[src/rtl/shr_stage_sequencer_pkg.sv]
`default_nettype none
// ============================================================================
// Module      : shr_stage_sequencer_pkg
// Description : Shared types and default parameters for the SHR stage
//               sequencer: FSM state encoding, default stage count, write
//               lag and bus widths, plus a small state-decode helper.
// Config      : SHR_SEQ_ABORT_EN (used by the interface and the top only)
// Revision    : 1.0 - initial release
// ============================================================================
package shr_stage_sequencer_pkg;

  localparam int unsigned c_NUM_STAGES_DEFAULT = 11;
  localparam int unsigned c_WR_LAG_DEFAULT     = 1;
  localparam int unsigned c_STAGE_W_DEFAULT    = 4;
  localparam int unsigned c_PASS_W_DEFAULT     = 8;

  typedef enum logic [1:0] {
    ST_IDLE  = 2'd0,
    ST_RUN   = 2'd1,
    ST_DRAIN = 2'd2,
    ST_DONE  = 2'd3
  } seq_state_e;

  // States in which the schedule is live and stall/abort take effect.
  function automatic logic is_active(input seq_state_e st);
    return (st == ST_RUN) || (st == ST_DRAIN);
  endfunction

endpackage
`default_nettype wire

[src/rtl/shr_stage_sequencer_if.sv]
`default_nettype none
// ============================================================================
// Module      : shr_stage_sequencer_if
// Description : Handshake and stage bus between the stage sequencer and its
//               surroundings (layer controller and SHRin/SHRout control).
//   master : the sequencer  - drives rd_stage/rd_valid, wr_stage/wr_valid,
//                             busy, done; receives start, n_pass, stall
//   slave  : the environment - the opposite directions
// Config      : SHR_SEQ_ABORT_EN adds the abort request line.
// Revision    : 1.0 - initial release
// ============================================================================
interface shr_stage_sequencer_if
  import shr_stage_sequencer_pkg::*;
#(
  parameter int STAGE_W = c_STAGE_W_DEFAULT,
  parameter int PASS_W  = c_PASS_W_DEFAULT
);

  logic                start;
  logic [PASS_W-1:0]   n_pass;
  logic                stall;
`ifdef SHR_SEQ_ABORT_EN
  logic                abort;
`endif
  logic [STAGE_W-1:0]  rd_stage;
  logic                rd_valid;
  logic [STAGE_W-1:0]  wr_stage;
  logic                wr_valid;
  logic                busy;
  logic                done;

  modport master (
`ifdef SHR_SEQ_ABORT_EN
    input  abort,
`endif
    input  start, n_pass, stall,
    output rd_stage, rd_valid, wr_stage, wr_valid, busy, done
  );

  modport slave (
`ifdef SHR_SEQ_ABORT_EN
    output abort,
`endif
    output start, n_pass, stall,
    input  rd_stage, rd_valid, wr_stage, wr_valid, busy, done
  );

endinterface
`default_nettype wire

[src/rtl/shr_stage_delay.sv]
`default_nettype none
// ============================================================================
// Module      : shr_stage_delay
// Description : WR_LAG-deep shift line of {valid, stage}. Shifts only when
//               en is high; clr empties the line synchronously.
//   clk, rst    : clock, asynchronous active-low reset (line cleared)
//   en          : shift enable
//   clr         : synchronous clear, wins over en
//   in_valid/in_stage   : value entering the line
//   out_valid/out_stage : value leaving the line (WR_LAG shifts later)
// Revision    : 1.0 - initial release
// ============================================================================
module shr_stage_delay #(
  parameter int STAGE_W = 4,
  parameter int WR_LAG  = 1
) (
  input  wire logic               clk,
  input  wire logic               rst,
  input  wire logic               en,
  input  wire logic               clr,
  input  wire logic               in_valid,
  input  wire logic [STAGE_W-1:0] in_stage,
  output logic                    out_valid,
  output logic [STAGE_W-1:0]      out_stage
);

  localparam int c_W = STAGE_W + 1;

  logic [WR_LAG-1:0][c_W-1:0] r_line;

  always_ff @(posedge clk or negedge rst) begin
    if (!rst) begin
      r_line <= '0;
    end else if (clr) begin
      r_line <= '0;
    end else if (en) begin
      r_line[0] <= {in_valid, in_stage};
      for (int i = 1; i < WR_LAG; i++) begin
        r_line[i] <= r_line[i-1];
      end
    end
  end

  assign {out_valid, out_stage} = r_line[WR_LAG-1];

endmodule
`default_nettype wire

[src/rtl/shr_stage_sequencer.sv]
`default_nettype none
// ============================================================================
// Module      : shr_stage_sequencer
// Description : Produces the read/write stage schedule for the shift-register
//               control blocks. rd_stage steps 0..NUM_STAGES-1 for n_pass
//               passes; wr_stage is the same schedule WR_LAG unstalled cycles
//               later. start/busy/done handshake toward the layer controller;
//               stall freezes the schedule.
//   clk  : clock, rising edge
//   rst  : asynchronous reset, active-low
//   bus  : shr_stage_sequencer_if.master (start, n_pass, stall, [abort] in;
//          rd_stage, rd_valid, wr_stage, wr_valid, busy, done out)
// Config      : SHR_SEQ_ABORT_EN - when defined, abort in RUN/DRAIN returns
//               to IDLE next cycle without a done pulse.
// Revision    : 1.0 - initial release
// ============================================================================
module shr_stage_sequencer
  import shr_stage_sequencer_pkg::*;
#(
  parameter int NUM_STAGES = c_NUM_STAGES_DEFAULT,
  parameter int STAGE_W    = c_STAGE_W_DEFAULT,
  parameter int WR_LAG     = c_WR_LAG_DEFAULT,
  parameter int PASS_W     = c_PASS_W_DEFAULT
) (
  input  wire logic               clk,
  input  wire logic               rst,
  shr_stage_sequencer_if.master   bus
);

  localparam logic [STAGE_W-1:0] c_LAST_STAGE = STAGE_W'(NUM_STAGES - 1);
  localparam int                 c_DRAIN_W    = (WR_LAG > 1) ? $clog2(WR_LAG) : 1;
  localparam logic [c_DRAIN_W-1:0] c_DRAIN_LAST = c_DRAIN_W'(WR_LAG - 1);

  seq_state_e            r_state;
  logic [STAGE_W-1:0]    r_rd_stage;
  logic                  r_sch_valid;  // schedule slot holds a real stage
  logic                  r_stalled;    // previous edge was a stalled one
  logic                  r_busy;
  logic                  r_done;
  logic [PASS_W-1:0]     r_pass;
  logic [PASS_W-1:0]     r_n_pass;
  logic [c_DRAIN_W-1:0]  r_drain;

  logic                  w_active;
  logic                  w_abort;
  logic                  w_shift;
  logic                  w_last_item;
  logic                  w_wr_valid;
  logic [STAGE_W-1:0]    w_wr_stage;

  assign w_active = is_active(r_state);

`ifdef SHR_SEQ_ABORT_EN
  assign w_abort = bus.abort & w_active;
`else
  assign w_abort = 1'b0;
`endif

  // Stall only freezes the schedule while it is live; DONE/IDLE ignore it.
  assign w_shift = ~(w_active & bus.stall);

  assign w_last_item = (r_rd_stage == c_LAST_STAGE) &&
                       (r_pass == (r_n_pass - PASS_W'(1)));

  always_ff @(posedge clk or negedge rst) begin
    if (!rst) begin
      r_state     <= ST_IDLE;
      r_rd_stage  <= '0;
      r_sch_valid <= 1'b0;
      r_stalled   <= 1'b0;
      r_busy      <= 1'b0;
      r_done      <= 1'b0;
      r_pass      <= '0;
      r_n_pass    <= '0;
      r_drain     <= '0;
    end else begin
      r_done    <= 1'b0;
      r_stalled <= 1'b0;
      if (w_abort) begin
        r_state     <= ST_IDLE;
        r_rd_stage  <= '0;
        r_sch_valid <= 1'b0;
        r_busy      <= 1'b0;
        r_pass      <= '0;
        r_drain     <= '0;
      end else begin
        case (r_state)
          ST_IDLE: begin
            if (bus.start && (bus.n_pass != '0)) begin
              r_n_pass    <= bus.n_pass;
              r_pass      <= '0;
              r_rd_stage  <= '0;
              r_sch_valid <= 1'b1;
              r_busy      <= 1'b1;
              r_state     <= ST_RUN;
            end
          end
          ST_RUN: begin
            if (bus.stall) begin
              r_stalled <= 1'b1;
            end else if (w_last_item) begin
              r_state     <= ST_DRAIN;
              r_rd_stage  <= '0;
              r_sch_valid <= 1'b0;
              r_drain     <= '0;
            end else if (r_rd_stage == c_LAST_STAGE) begin
              r_rd_stage <= '0;
              r_pass     <= r_pass + PASS_W'(1);
            end else begin
              r_rd_stage <= r_rd_stage + STAGE_W'(1);
            end
          end
          ST_DRAIN: begin
            if (bus.stall) begin
              r_stalled <= 1'b1;
            end else if (r_drain == c_DRAIN_LAST) begin
              r_state <= ST_DONE;
              r_done  <= 1'b1;
            end else begin
              r_drain <= r_drain + c_DRAIN_W'(1);
            end
          end
          ST_DONE: begin
            r_state <= ST_IDLE;
            r_busy  <= 1'b0;
          end
          default: begin
            r_state <= ST_IDLE;
          end
        endcase
      end
    end
  end

  // The line carries the schedule, not the gated outputs, so a stall does
  // not insert a bubble into the write side.
  shr_stage_delay #(
    .STAGE_W (STAGE_W),
    .WR_LAG  (WR_LAG)
  ) u_delay (
    .clk       (clk),
    .rst       (rst),
    .en        (w_shift),
    .clr       (w_abort),
    .in_valid  (r_sch_valid),
    .in_stage  (r_rd_stage),
    .out_valid (w_wr_valid),
    .out_stage (w_wr_stage)
  );

  // Valids are masked for the cycle following a stalled edge; both terms are
  // flops, so no input reaches an output combinationally.
  assign bus.rd_stage = r_rd_stage;
  assign bus.rd_valid = r_sch_valid & ~r_stalled;
  assign bus.wr_stage = w_wr_stage;
  assign bus.wr_valid = w_wr_valid & ~r_stalled;
  assign bus.busy     = r_busy;
  assign bus.done     = r_done;

endmodule
`default_nettype wire

[src/flat_wrapper.sv]
// flat-port wrapper written by rule: the top's interface ports become plain ports
module shr_stage_sequencer_flat import shr_stage_sequencer_pkg::*;
#(
  parameter int NUM_STAGES = c_NUM_STAGES_DEFAULT,
  parameter int STAGE_W    = c_STAGE_W_DEFAULT,
  parameter int WR_LAG     = c_WR_LAG_DEFAULT,
  parameter int PASS_W     = c_PASS_W_DEFAULT
)
  (clk, rst, bus_start, bus_n_pass, bus_stall, bus_rd_stage, bus_rd_valid, bus_wr_stage, bus_wr_valid, bus_busy, bus_done);
  shr_stage_sequencer_if #(.STAGE_W(STAGE_W), .PASS_W(PASS_W)) bus_i ();
  input  wire logic clk;
  input  wire logic rst;
  input wire logic [$bits(bus_i.start)-1:0] bus_start;
  input wire logic [$bits(bus_i.n_pass)-1:0] bus_n_pass;
  input wire logic [$bits(bus_i.stall)-1:0] bus_stall;
  output wire logic [$bits(bus_i.rd_stage)-1:0] bus_rd_stage;
  output wire logic [$bits(bus_i.rd_valid)-1:0] bus_rd_valid;
  output wire logic [$bits(bus_i.wr_stage)-1:0] bus_wr_stage;
  output wire logic [$bits(bus_i.wr_valid)-1:0] bus_wr_valid;
  output wire logic [$bits(bus_i.busy)-1:0] bus_busy;
  output wire logic [$bits(bus_i.done)-1:0] bus_done;
  assign bus_i.start = bus_start;
  assign bus_i.n_pass = bus_n_pass;
  assign bus_i.stall = bus_stall;
  assign bus_rd_stage = bus_i.rd_stage;
  assign bus_rd_valid = bus_i.rd_valid;
  assign bus_wr_stage = bus_i.wr_stage;
  assign bus_wr_valid = bus_i.wr_valid;
  assign bus_busy = bus_i.busy;
  assign bus_done = bus_i.done;
  shr_stage_sequencer #(.NUM_STAGES(NUM_STAGES), .STAGE_W(STAGE_W), .WR_LAG(WR_LAG), .PASS_W(PASS_W)) u_core (.clk(clk), .rst(rst), .bus(bus_i));
endmodule
[config.mk]
export PLATFORM = sky130hd
export DESIGN_NAME = shr_stage_sequencer_flat
export DESIGN_NICKNAME = d
export VERILOG_FILES = /design/src/rtl/shr_stage_sequencer_pkg.sv /design/src/rtl/shr_stage_sequencer_if.sv /design/src/rtl/shr_stage_delay.sv /design/src/rtl/shr_stage_sequencer.sv /design/src/flat_wrapper.sv
export SDC_FILE = /design/constraint.sdc
export NUM_CORES = 1
export LEC_CHECK = 0
export BUFFER_PORTS_ARGS = -buffer_cell sky130_fd_sc_hd__buf_2
export CAP_MARGIN = 5
export CORE_ASPECT_RATIO = 1.25
export CORE_MARGIN = 2
export CORE_UTILIZATION = 30
export CTS_CLUSTER_DIAMETER = 200
export DETAILED_ROUTE_END_ITERATION = 10
export GPL_TIMING_DRIVEN = 0
export PLACE_DENSITY = 0.47
export SYNTH_ARGS = -nofsm -noshare
export SYNTH_HDL_FRONTEND = slang
export SYNTH_SLANG_ARGS = --single-unit
[constraint.sdc]
create_clock -name clk -period 3.15 [get_ports clk]
set_input_delay 0.4725 -clock clk [delete_from_list [all_inputs] [get_ports clk]]
set_output_delay 0.4725 -clock clk [all_outputs]
set_load 0.05 [all_outputs]
==> results.sh <==
export IMPL_status="completed"
export IMPL_cts_hold_buf=0
export IMPL_fin_area_um2=2200
export IMPL_fillers=645
export IMPL_crit_required_ns=3.35
export IMPL_totalWireLength_um=4130
export IMPL_reg2regPathDepth=9
export IMPL_setup_worst_path_class="reg -> reg"
export IMPL_synthMuxAreaShare_pct=11.2
export IMPL_async_reset_ff_share_pct=100
export IMPL_rows=32
export IMPL_tightest_slew_ns=0.723
export IMPL_setup_tns_ns=0
export IMPL_report_final_slew_viol_count=0
export IMPL_synth_top_family_by_area="simple AND/OR/NAND/NOR gates"
export IMPL_die_width_um=74.7
export IMPL_synth_most_common_cell="dfrtp_1"
export IMPL_drive_gt1_share_pct=25.5
export IMPL_die_area_um2=6900
export IMPL_ys_seq_area_share_pct=41.4
export IMPL_syn_inst=189
export IMPL_grt_usage_pct=13.8
export IMPL_hold_violations=0
export IMPL_fin_nets=240
export IMPL_ant_nets=0
export IMPL_synth_edff_count=0
export IMPL_finalNonFillerCells=305
export IMPL_hold_class="in -> async"
export IMPL_cts_resized=0
export IMPL_r2r_slack_ns=0.52
export IMPL_placed_area_um2=2100
export IMPL_ys_top_cells_by_count="dfrtp_1 (31), nand2_1 (18), mux2_2 (12), o21ai_0 (12), nor2_1 (11)"
export IMPL_crit_arrival_ns=2.83
export IMPL_cts_tree="done"
export IMPL_numCtsBuffers=5
export IMPL_post_cts_buffers=0
export IMPL_yosys_top_cells_area="dfrtp_1 (41%), mux2_2 (7.2%), ha_1 (6.0%)"
export IMPL_area_delta_synth_final_pct=17.1
export IMPL_cp_max_fo=10
export IMPL_drc=0
export IMPL_ys_ff_latch=31
export IMPL_ys_types=43
export IMPL_clockBufferDepth=2
export IMPL_netlist_area_leader_share_pct=41.4
export IMPL_period_minus_slack_ns=2.63
export IMPL_power_density_nw_per_um2=588
export IMPL_gr_total_overflow=0
export IMPL_rsz0062_at_grt="false"
export IMPL_pin_count=24
export IMPL_post_route_period_util_pct=83.5
export IMPL_synth_nets=210
export IMPL_hpwl_um=3120
export IMPL_fin_skew_ns=0.00384
export IMPL_core_um2=6130
export IMPL_cts_root_buf="clkbuf_8"
export IMPL_wl_per_cell_um=13.5
export IMPL_cp_start_kind="flip-flop"
export IMPL_peakVddDrop_mv=0.680
export IMPL_grt_pass1_wl_um=7310
export IMPL_h_tree_depth=2
export IMPL_grt_max_degree=32
export IMPL_clkSlewWorstSetupHoldPaths_ns=0.07
export IMPL_die_height_um=92.4
export IMPL_synthSimpleGateAreaFrac_pct=21.5
export IMPL_via_per_inst=4.88
export IMPL_synth_compound_area_share_pct=13.3
export IMPL_io_buffers=23
export IMPL_slew_limit_headroom_pct=51.8
export IMPL_max_freq_mhz=380
export IMPL_numClockSinks=31
export IMPL_firstDrtPassIters=4
export IMPL_end_kind="flip-flop"
export IMPL_r2r_start="u_core.r_state[1]"
export IMPL_maxCapViolations=0
export IMPL_grt_pass1_vias=1469
export IMPL_avgSynthCellArea_um2=9.92
export IMPL_start_util_pct=30.6
export IMPL_yosys_warnings=0
export IMPL_synth_top_area_cell="dfrtp_1"
export IMPL_place_congestion=0.737
export IMPL_post_synth_instance_area_um2=1880
export IMPL_clock_latency_ns=0.28
export IMPL_worst_hold_slack_ns=0.243
export IMPL_leakage_nw=1.00
export IMPL_synth_ff_type="dfrtp_1"
export IMPL_reg2reg_to="u_core.r_pass[3]"
export IMPL_drt_iter0_markers=53
export IMPL_synth_fa_ha_area_share_pct=6.00
export IMPL_diodes=0
export IMPL_synth_xor_xnor_area_share_pct=3.27
export IMPL_setup_viol=0
export IMPL_antenna_found_initial=0
export IMPL_dp_cells=297
export IMPL_dr_total_vias=1488
-- through the flow --
step / worst slack (ns) / util [%] / power (mW)
2_1_floorplan: 0.869 / - / 0.839
3_3_place_gp: 0.528 / 34.2 / 0.959
3_5_place_dp: 0.546 / 34.2 / 0.959
4_1_cts: 0.521 / 35.9 / 1.31
5_1_grt: 0.260 / 35.9 / 1.39
6_report: 0.521 / 35.9 / 1.29
-- critical path, cell delays in order (launching register included) --
cell and delay (ns):
dfrtp_1 0.39, inv_1 0.10, ha_1 0.20, clkbuf_1 0.24
a21oi_1 0.23, o21ai_1 0.20, nor2b_1 0.46, o31ai_1 0.23
or3_1 0.38, a21oi_1 0.14
-- flip-flops by register name, summed over array words and instances (netlist names) --
signal                 count
u_core.r_state             2
u_core.r_stalled           1
u_core.bus.busy            1
u_core.r_n_pass            8
u_core.r_sch_valid         1
u_core.bus.rd_stage        4
u_core.bus.done            1
u_core.r_pass              8
u_core.u_delay.r_line      5
-- where the power goes --
| group | internal, mW | total (mW) | switching [mW] |
|---|---|---|---|
| combinational | 0.119 | 0.400 | 0.281 |
| clock | 0.199 | 0.345 | 0.146 |
| sequential | 0.465 | 0.546 | 0.0810 |
-- placed cells by master (no fill, tap or decap), drive strengths merged, types with 2 or more instances in the layout --
cell / netlist / routed
inv: 10 / 10
xnor2: 3 / 3
or4: 2 / 2
dfrtp: 31 / 31
nand4: 3 / 3
or3: 6 / 6
o211ai: 4 / 4
a21oi: 8 / 8
xor2: 4 / 4
nor3: 4 / 4
nand2: 18 / 18
o31ai: 3 / 3
nand3: 8 / 8
buf: 4 / 27
o21ai: 16 / 16
clkbuf: 1 / 9
mux2: 13 / 13
a21o: 2 / 2
ha: 9 / 9
nor2: 11 / 11
nand2b: 3 / 3
mux2i: 6 / 6
nor2b: 6 / 6
nor4: 2 / 2
-- area by class of cell --
class | instances | area, um2 | area share (%)
tap | 85 | 106 | 4.84
inverter | 10 | 37.5 | 1.71
sequential | 31 | 776 | 35.3
clock buffer | 8 | 100 | 4.56
multi-input combinational | 143 | 1040 | 47.3
timing repair buffer | 23 | 115 | 5.24
buffer | 5 | 23.8 | 1.08
-- metal layers --
metal	GRT usage, %	vias up	wire length (um)	part of all wire (%)
li1	-	732	-	-
met1	17.5	734	1810	44
met2	22.3	17	2110	51
met3	3.92	5	159	3.9
met4	4.46	0	48	1.2
met5	0	-	0	0
-- cell families (layout without fill, tap and decap cells) --
family | after synthesis | count (layout)
DFF | 31 | 31
xor gates and xnor gates | 7 | 7
AOI/OAI and AO/OA | 39 | 39
muxes | 19 | 19
adders and majority gates | 9 | 9
and+or+nand+nor | 69 | 69
buffers and inverters | 15 | 46
-- how the worst max path moves through the flow --
stage | start | to | slack, ns | cells after the start
6_report | u_core.r_state[1] | u_core.r_pass[3] | 0.52 | 9
3_5_place_dp | u_core.r_state[1] | u_core.r_pass[3] | 0.55 | 9
5_1_grt | u_core.r_state[1] | u_core.r_pass[2] | 0.26 | 9
4_1_cts | u_core.r_state[1] | u_core.r_pass[3] | 0.52 | 9
3_3_place_gp | u_core.r_state[1] | u_core.r_pass[3] | 0.53 | 9
2_1_floorplan | u_core.bus.rd_stage[1] | u_core.r_pass[3] | 0.87 | 7
(Power assumes the default switching activity.)
